==> src/rtl/fft_pkg.sv <==
// Shared FFT parameters and the streamer state type.
package fft_pkg;

   localparam int unsigned FFT_N         = 8;
   localparam int unsigned FFT_DATA_W    = 21;
   localparam int unsigned FFT_FRAC_BITS = 15;
   localparam int unsigned FFT_LATENCY   = 4;

   typedef enum logic [1:0] {
      ST_IDLE   = 2'd0,
      ST_WAIT   = 2'd1,
      ST_STREAM = 2'd2
   } fft_state_e;

endpackage

==> src/rtl/fft_latency_counter.sv <==
// Down-counter that tracks the FFT pipeline delay; flags zero when data is due.
module fft_latency_counter
   import fft_pkg::*;
#(
   parameter int unsigned LATENCY = FFT_LATENCY
) (
   input  logic clk,
   input  logic rst,
   input  logic load,
   input  logic dec,
   output logic zero_c
);

   localparam int unsigned CNT_W = $clog2(LATENCY + 1);

   logic [CNT_W-1:0] cnt_q;

   always_ff @(posedge clk or posedge rst) begin
      if (rst) begin
         cnt_q <= '0;
      end else if (load) begin
         cnt_q <= CNT_W'(LATENCY - 1);
      end else if (dec && (cnt_q != '0)) begin
         cnt_q <= cnt_q - CNT_W'(1);
      end
   end

   assign zero_c = (cnt_q == '0);

endmodule

==> src/rtl/fft_bin_streamer.sv <==
// Captures the parallel FFT result after a fixed latency and streams it
// out one bin per valid/ready beat.
module fft_bin_streamer
   import fft_pkg::*;
#(
   parameter int unsigned N             = FFT_N,
   parameter int unsigned DATA_W        = FFT_DATA_W,
   parameter int unsigned FFT_LATENCY   = fft_pkg::FFT_LATENCY,
   parameter bit          HALF_SPECTRUM = 1'b0,
   parameter int unsigned IDX_W         = $clog2(N)
) (
   input  logic                     clk_i,
   input  logic                     rst_i,
   input  logic                     fft_valid_i,
   input  logic signed [DATA_W-1:0] y_re_i [0:N-1],
   input  logic signed [DATA_W-1:0] y_im_i [0:N-1],
   output logic                     m_valid_o,
   input  logic                     m_ready_i,
   output logic signed [DATA_W-1:0] m_re_o,
   output logic signed [DATA_W-1:0] m_im_o,
   output logic [IDX_W-1:0]         m_idx_o,
   output logic                     m_last_o,
   output logic                     busy_o,
   output logic                     overrun_o
);

   localparam logic [IDX_W-1:0] LAST = HALF_SPECTRUM ? IDX_W'(N / 2) : IDX_W'(N - 1);

   fft_state_e state_q, state_n;

   logic [IDX_W-1:0]         idx_q, idx_n, idx_inc;
   logic                     valid_q, valid_n;
   logic                     last_q, last_n;
   logic                     busy_q, busy_n;
   logic                     overrun_q, overrun_n;
   logic signed [DATA_W-1:0] re_q, re_n, im_q, im_n;
   logic                     load, dec, capture, zero_c;
   logic                     hs, last_hs;

   logic signed [DATA_W-1:0] buf_re [0:N-1];
   logic signed [DATA_W-1:0] buf_im [0:N-1];

   fft_latency_counter #(.LATENCY(FFT_LATENCY)) u_cnt (
      .clk    (clk_i),
      .rst    (rst_i),
      .load   (load),
      .dec    (dec),
      .zero_c (zero_c)
   );

   assign idx_inc = idx_q + IDX_W'(1);
   assign hs      = valid_q && m_ready_i;
   assign last_hs = hs && last_q;

   // Next-state and next-output logic; output data is pre-fetched so every port is a flop.
   always_comb begin
      state_n   = state_q;
      idx_n     = idx_q;
      valid_n   = valid_q;
      last_n    = last_q;
      re_n      = re_q;
      im_n      = im_q;
      overrun_n = 1'b0;
      load      = 1'b0;
      dec       = 1'b0;
      capture   = 1'b0;

      case (state_q)
         ST_IDLE: begin
            if (fft_valid_i) begin
               state_n = ST_WAIT;
               load    = 1'b1;
            end
         end
         ST_WAIT: begin
            overrun_n = fft_valid_i;
            if (zero_c) begin
               capture = 1'b1;
               state_n = ST_STREAM;
               idx_n   = '0;
               valid_n = 1'b1;
               last_n  = 1'b0;
               re_n    = y_re_i[0];
               im_n    = y_im_i[0];
            end else begin
               dec = 1'b1;
            end
         end
         ST_STREAM: begin
            overrun_n = fft_valid_i && !last_hs;
            if (last_hs) begin
               valid_n = 1'b0;
               last_n  = 1'b0;
               idx_n   = '0;
               re_n    = '0;
               im_n    = '0;
               if (fft_valid_i) begin
                  state_n = ST_WAIT;
                  load    = 1'b1;
               end else begin
                  state_n = ST_IDLE;
               end
            end else if (hs) begin
               idx_n  = idx_inc;
               re_n   = buf_re[idx_inc];
               im_n   = buf_im[idx_inc];
               last_n = (idx_inc == LAST);
            end
         end
         default: state_n = ST_IDLE;
      endcase

      busy_n = (state_n != ST_IDLE);
   end

   always_ff @(posedge clk_i or posedge rst_i) begin
      if (rst_i) begin
         state_q   <= ST_IDLE;
         idx_q     <= '0;
         valid_q   <= 1'b0;
         last_q    <= 1'b0;
         busy_q    <= 1'b0;
         overrun_q <= 1'b0;
         re_q      <= '0;
         im_q      <= '0;
      end else begin
         state_q   <= state_n;
         idx_q     <= idx_n;
         valid_q   <= valid_n;
         last_q    <= last_n;
         busy_q    <= busy_n;
         overrun_q <= overrun_n;
         re_q      <= re_n;
         im_q      <= im_n;
      end
   end

   // Frame buffer needs no reset; it is only read after a capture.
   always_ff @(posedge clk_i) begin
      if (capture) begin
         for (int unsigned k = 0; k < N; k++) begin
            buf_re[k] <= y_re_i[k];
            buf_im[k] <= y_im_i[k];
         end
      end
   end

   assign m_valid_o = valid_q;
   assign m_re_o    = re_q;
   assign m_im_o    = im_q;
   assign m_idx_o   = idx_q;
   assign m_last_o  = last_q;
   assign busy_o    = busy_q;
   assign overrun_o = overrun_q;

endmodule

==> config.mk <==
export PLATFORM = sky130hd
export DESIGN_NAME = fft_bin_streamer
export DESIGN_NICKNAME = d
export VERILOG_FILES = /design/src/rtl/fft_pkg.sv /design/src/rtl/fft_latency_counter.sv /design/src/rtl/fft_bin_streamer.sv
export SDC_FILE = /design/constraint.sdc
export NUM_CORES = 1
export LEC_CHECK = 0
export BUFFER_PORTS_ARGS = -buffer_cell sky130_fd_sc_hd__buf_2
export CAP_MARGIN = 10
export CORE_MARGIN = 5
export CORE_UTILIZATION = 30
export CTS_CLUSTER_DIAMETER = 120
export DETAILED_ROUTE_END_ITERATION = 7
export HOLD_SLACK_MARGIN = 0.02
export SLEW_MARGIN = 40
export SYNTH_ARGS = -nofsm -noshare
export SYNTH_HDL_FRONTEND = slang
export SYNTH_SLANG_ARGS = --single-unit
==> constraint.sdc <==
create_clock -name clk_i -period 11.14 [get_ports clk_i]
set_input_delay 1.671 -clock clk_i [delete_from_list [all_inputs] [get_ports clk_i]]
set_output_delay 1.671 -clock clk_i [all_outputs]
set_load 0.02 [all_outputs]
Word-level counts from Yosys, hierarchy flattened

Memories as Yosys holds them, arrays and structs flattened.
Cells that the tools add are included.

Magnitude comparators: 0
Add/sub/neg operators: 2
Divide/modulo/power cells: 0
Mux-type cells: 36
Eq/ne operators: 6
Shifts and indexed selects: 0
Reduce and logical (&&, ||, !) cells: 13
Bitwise gates (word level): 0
Multiply operators: 0

Operator list:

| cell                                                               | count |
|---|---|
| 21-bit 2-to-1 mux                                                  | 6 |
| 21-bit case mux with 2 select lines                                | 2 |
| 3-bit 2-to-1 mux                                                   | 5 |
| 1-bit 2-to-1 mux                                                   | 14 |
| 1-bit case mux with 2 select lines                                 | 4 |
| 2-bit 2-to-1 mux                                                   | 3 |
| 2-bit case mux with 3 select lines                                 | 1 |
| 3-bit case mux with 2 select lines                                 | 1 |
| 3-bit AND reduction                                                | 2 |
| 2-bit nonzero test                                                 | 3 |
| 1-bit logical AND                                                  | 4 |
| 3-bit by 1-bit adder with 3-bit output, second input constant      | 1 |
| 3-bit == test, second input constant                               | 1 |
| 3-bit zero test                                                    | 1 |
| 3-bit != test, second input constant                               | 1 |
| 3-bit nonzero test                                                 | 1 |
| 3-bit by 1-bit subtractor with 3-bit output, second input constant | 1 |
| 2-bit by 1-bit == test with 1-bit output, second input constant    | 1 |
| 2-bit == test, second input constant                               | 1 |
| 2-bit zero test                                                    | 1 |
| 2-bit by 1-bit != test with 1-bit output, second input constant    | 1 |
| 2-bit != test, second input constant                               | 1 |
| 1-bit zero test                                                    | 1 |

Word-level logic and storage cells: 68
Memory bits (writable): 336
Memories: 2
Output and inout port bits: 49
Latch bits: 0
ROM bits: 0
Bits in registers: 54
Input bits: 340

Memory list:

| name   | depth | width | rd ports | clocked after memory_dff | write ports | line                   | source |
|---|---|---|---|---|---|---|---|
| buf_im | 8     | 21    | 1        | 0                        | 8           | fft_bin_streamer.sv:41 | `logic signed [DATA_W-1:0] buf_im [0:N-1];` |
| buf_re | 8     | 21    | 1        | 0                        | 8           | fft_bin_streamer.sv:40 | `logic signed [DATA_W-1:0] buf_re [0:N-1];` |

Longest topological paths before layout

Depth after elaboration: 6
Mapped depth: 10

Modules after synthesis

From an unflattened synthesis, not the netlist that was laid out.

Cells, all modules: 742
Area total of the unflattened synthesis: 14,933.1 µm²

Modules (own cells, without submodules):

| module              | area an instance (µm²) | cells an instance | instances | seq. area each (µm²) |
|---|---|---|---|---|
| fft_bin_streamer    | 14,746.6               | 724               | 1         | 11,365.9 |
| fft_latency_counter | 186.4                  | 18                | 1         | 75.1 |

Worst setup path after synthesis

Ideal clock, no wire load.

Kind: flip-flop to flip-flop
Start: register u_cnt.cnt_q[0]
End: memory buf_im[0][0] (netlist bit) (enable)
Stages on the path, launching flop included: 5
Path slack: 2.067 ns
Library setup time: 0.740 ns
Arrival: 8.333 ns
Clock period less this slack: 9.073 ns
Required time: 10.400 ns
Cells stage by stage: dfrtp_1 inv_1 ha_1 ha_1 and2_1

RTL lines:

| item                     | line                      | source |
|---|---|---|
| start: declaration       | fft_latency_counter.sv:16 | `logic [CNT_W-1:0] cnt_q;` |
| start signal: assignment | fft_latency_counter.sv:22 | `cnt_q <= CNT_W'(LATENCY - 1);` |
| start signal: assignment | fft_latency_counter.sv:24 | `cnt_q <= cnt_q - CNT_W'(1);` |
| end: declaration         | fft_bin_streamer.sv:41    |  |

Final worst setup path

Start: register idx_q[0], in the netlist m_idx_o[0]
End: register im_q[15], in the netlist m_im_o[15]

Word-level cells in the longest chain between the ends: 5

Ends and longest elaborated chain:

| item                                   | line                    | source |
|---|---|---|
| start: declaration                     | fft_bin_streamer.sv:31  | `logic [IDX_W-1:0] idx_q, idx_n, idx_inc;` |
| start signal: assignment               | fft_bin_streamer.sv:128 | `idx_q <= idx_n;` |
| 3-bit by 1-bit adder with 3-bit output | fft_bin_streamer.sv:51  | `assign idx_inc = idx_q + IDX_W'(1);` |
| memory read 8 x 21 bit                 | --                      |  |
| 21-bit 2-to-1 mux                      | fft_bin_streamer.sv:103 | `end else if (hs) begin` |
| 21-bit 2-to-1 mux                      | fft_bin_streamer.sv:91  | `if (last_hs) begin` |
| 21-bit case mux with 2 select lines    | fft_bin_streamer.sv:68  | `case (state_q)` |
| end signal: assignment                 | fft_bin_streamer.sv:134 | `im_q <= im_n;` |
| end: declaration                       | fft_bin_streamer.sv:36  | `logic signed [DATA_W-1:0] re_q, re_n, im_q, im_n;` |

Every way passes these cells. The select of a mux whose other input is x is not followed.
A chain may end at the register's enable or synchronous reset.

==> results by group <==
Run status
  – Outcome: finished clean

Pwr
  – Power per cell area: 235 nW/um^2
  – Leak pwr: 7.17 nW
  – Worst vdd rail ir drop: 0.147 mV

Drt
  – Drt first-iter violations: 514
  – Pre-antenna DRT Iters: 5
  – Vias/cell: 4.67
  – WL per Instance: 21.2 um
  – # DRC: 0
  – Post-route ant nets: 0
  – Vias: 8874
  – Post-Route WL: 40300 um

Yosys
  – Asr flop ratio synth: 13.8%
  – Number of flops mapped to enable cells by yosys: 336
  – Mux contribution to synthesized area: 15.2%
  – Syn_area_per_cell: 19.5 um^2
  – Yosys reg bits: 390
  – Most common cell in the synthesized netlist: edfxtp_1
  – Post-synthesis adder-cell area fraction: 0.653%
  – Cell taking the most area after synthesis: edfxtp_1
  – Synthesized cell area: 15300 um^2
  – Synthesized net count: 1135
  – Top FF cell, synth: edfxtp_1
  – Ranking of synthesized cells by area: edfxtp_1 66%, mux4_2 12%, dfrtp_1 8.8%, nand3_1 4.2%, mux2i_1 2.8%
  – Yosys warns: 0
  – Synth unique cells: 35
  – Post-synthesis compound-gate area fraction: 0.751%
  – Post-synth top area share: 65.8%
  – Synth Instances: 787
  – Top cells by count, synth: 336 x edfxtp_1, 128 x nand3_1, 84 x mux4_2
  – Post-synthesis sequential area ratio: 74.7%
  – Simple-gate share of the synthesized area: 6.54%
  – Largest family of logic cells by synthesized area: multiplexers
  – Xor and xnor fraction of the mapped netlist area: 0.106%

Global route
  – Vias in the first global route: 9772
  – Total grt overflow: 0
  – Pin count of the biggest net entering global routing: 81
  – Initial antenna violation count: 6
  – Global-route wire length before repair: 59800 um
  – All-Layer GR Usage: 14.1%

Placement
  – # port buffers: 388
  – Placed Cells: 1816
  – Place WS: 7.57 ns
  – Final GP Congestion: 0.750
  – DP HPWL: 27100 um

Die
  – FP Rows: 82
  – DIE AREA: 55700 um^2
  – Core Area: 50400 um^2
  – Initial core utilization: 30.4%
  – Die Y: 236 um
  – I/O pin count: 389
  – Die Wd: 236 um

STA
  – Worst slew margin: 50.9%
  – Worst Clk Skew: 0.0255 ns
  – Peak Freq: 296 MHz
  – Setup tns final: 0 ns
  – RSZ-0062 raised after global routing: false
  – Worst Slack Setup Final: 7.77 ns
  – Slew @ Worst Pin: 0.736 ns
  – Final Setup Violations: 0
  – Final Cycle Share: 30.3%
  – Post-Route Hold Slack: 0.502 ns
  – Min Tclk post-route: 3.37 ns
  – Final hold violations: 0
  – Max Transition Viols Final: 0

CTS
  – CTS tree: built
  – Inserted Clock Buffers: 44
  – Worst-Skew Late Latency: 0.57 ns
  – Clock transition at path regs: 0.06 ns
  – Clock sink count: 390
  – Post-CTS sizing: 0
  – Root Driver: clkbuf_16
  – Hold Buf Count CTS: 0
  – Setup bufs post-CTS: 0
  – Max Root-Sink Buffers: 3
  – CTS HTree Levels: 2

Worst setup path
  – Startpoint types: flop
  – Critical Path AT: 3.81 ns
  – Crit path kind: reg2reg
  – Worst-path fanout max: 45
  – Crit end category: flop
  – WP data required: 11.57 ns

Cells and area
  – Fillcell total: 4632
  – Nets: 1538
  – Seq. cell area: 11400 um^2
  – Layout cells sized above 1: 45.8%
  – Layout area overhead: 26.8%
  – Area of the multi-input gates: 3600 um^2
  – Layout Cells excl Fill: 1902
  – Fin util: 38.6%

Run
  – Max-cap violation count: 0

Worst hold path
  – Worst min path class: reg2reg
## routing by layer
metal / GRT usage (%) / wire length [um] / vias up
li1: - / - / 3974
met1: 17.7 / 15900 / 4518
met2: 23.6 / 19900 / 320
met3: 4.60 / 3500 / 58
met4: 3.96 / 922 / 4
met5: 0 / 18 / -
## worst paths after layout
path / startpoint / endpoint / slack (ns) / cells past startpoint
max in group asynchronous: rst_i / m_idx_o[0]$_DFFE_PP0P_ / 9.38 / 3
worst min register to register: u_cnt.cnt_q[0]$_DFFE_PP0P_ / u_cnt.cnt_q[0]$_DFFE_PP0P_ / 0.50 / 2
worst min-delay path: u_cnt.cnt_q[0]$_DFFE_PP0P_ / u_cnt.cnt_q[0]$_DFFE_PP0P_ / 0.50 / 2
worst max-delay path: m_idx_o[0]$_DFFE_PP0P_ / m_im_o[15]$_DFFE_PP0P_ / 7.77 / 6
min in group asynchronous: rst_i / m_im_o[20]$_DFFE_PP0P_ / 1.27 / 3
worst max register to register: m_idx_o[0]$_DFFE_PP0P_ / m_im_o[15]$_DFFE_PP0P_ / 7.77 / 6
## final cells by class
cell class / count / share of cell area, %
clock inverters: 16 / 0.869
inverters: 10 / 0.212
diodes: 4 / 0.0515
flip-flops and latches: 390 / 58.9
multi-input cells: 341 / 18.5
repair buffers: 403 / 10.7
well taps: 672 / 4.33
clock buffers: 66 / 6.40
## through the flow
stage | area (um^2) | total power, W
floorplan | 15300 | 0.00287
finish | 19400 | 0.00457
CTS | 19400 | 0.00466
global placement | 18000 | 0.00317
detailed placement | 18000 | 0.00321
global route | 19400 | 0.00481
## power breakdown
| part | internal [W] | total [W] | switching [W] |
|---|---|---|---|
| logic | 0.000491 | 0.00117 | 0.000680 |
| clock network | 0.000844 | 0.00142 | 0.000572 |
| registers | 0.00188 | 0.00198 | 0.000104 |
| total | 0.00321 | 0.00457 | 0.00136 |
## kinds of logic after synthesis
family | count (synthesis)
buffers and inverters | 56
adders and majority gates | 8
xor gates and xnor gates | 1
and+or+nand+nor | 188
muxes | 127
AOI/OAI and AO/OA | 17
DFF | 390
## cells in the final DEF (no fill, tap or decap), types with 3 or more instances in the layout
cell and count:
clkinv_2 9, buf_2 388, nand3_1 128, nand2_1 8, ha_1 6, dfrtp_1 53
o21ai_0 3, edfxtp_1 336, buf_6 4, clkbuf_16 45, nor2b_1 44, bufinv_16 3
mux4_2 84, clkbuf_1 17, buf_4 9, inv_1 8, mux2i_1 43, diode_2 4
clkbuf_8 4
## sequential cells by signal, summed over array words and instances (netlist names)
register / count
m_idx_o: 3
busy_o: 1
m_im_o: 21
overrun_o: 1
m_last_o: 1
buf_im: 168
buf_re: 168
u_cnt.cnt_q: 3
m_re_o: 21
m_valid_o: 1
state_q: 2
## worst max-delay path: stages, from the launching register on
cell	delay, ns
dfrtp_4	0.81
inv_1	0.22
ha_4	0.80
buf_4	0.67
mux4_2	0.45
nand3_1	0.13
nand3_1	0.08
No activity file was read; power rests on OpenSTA's default activity.
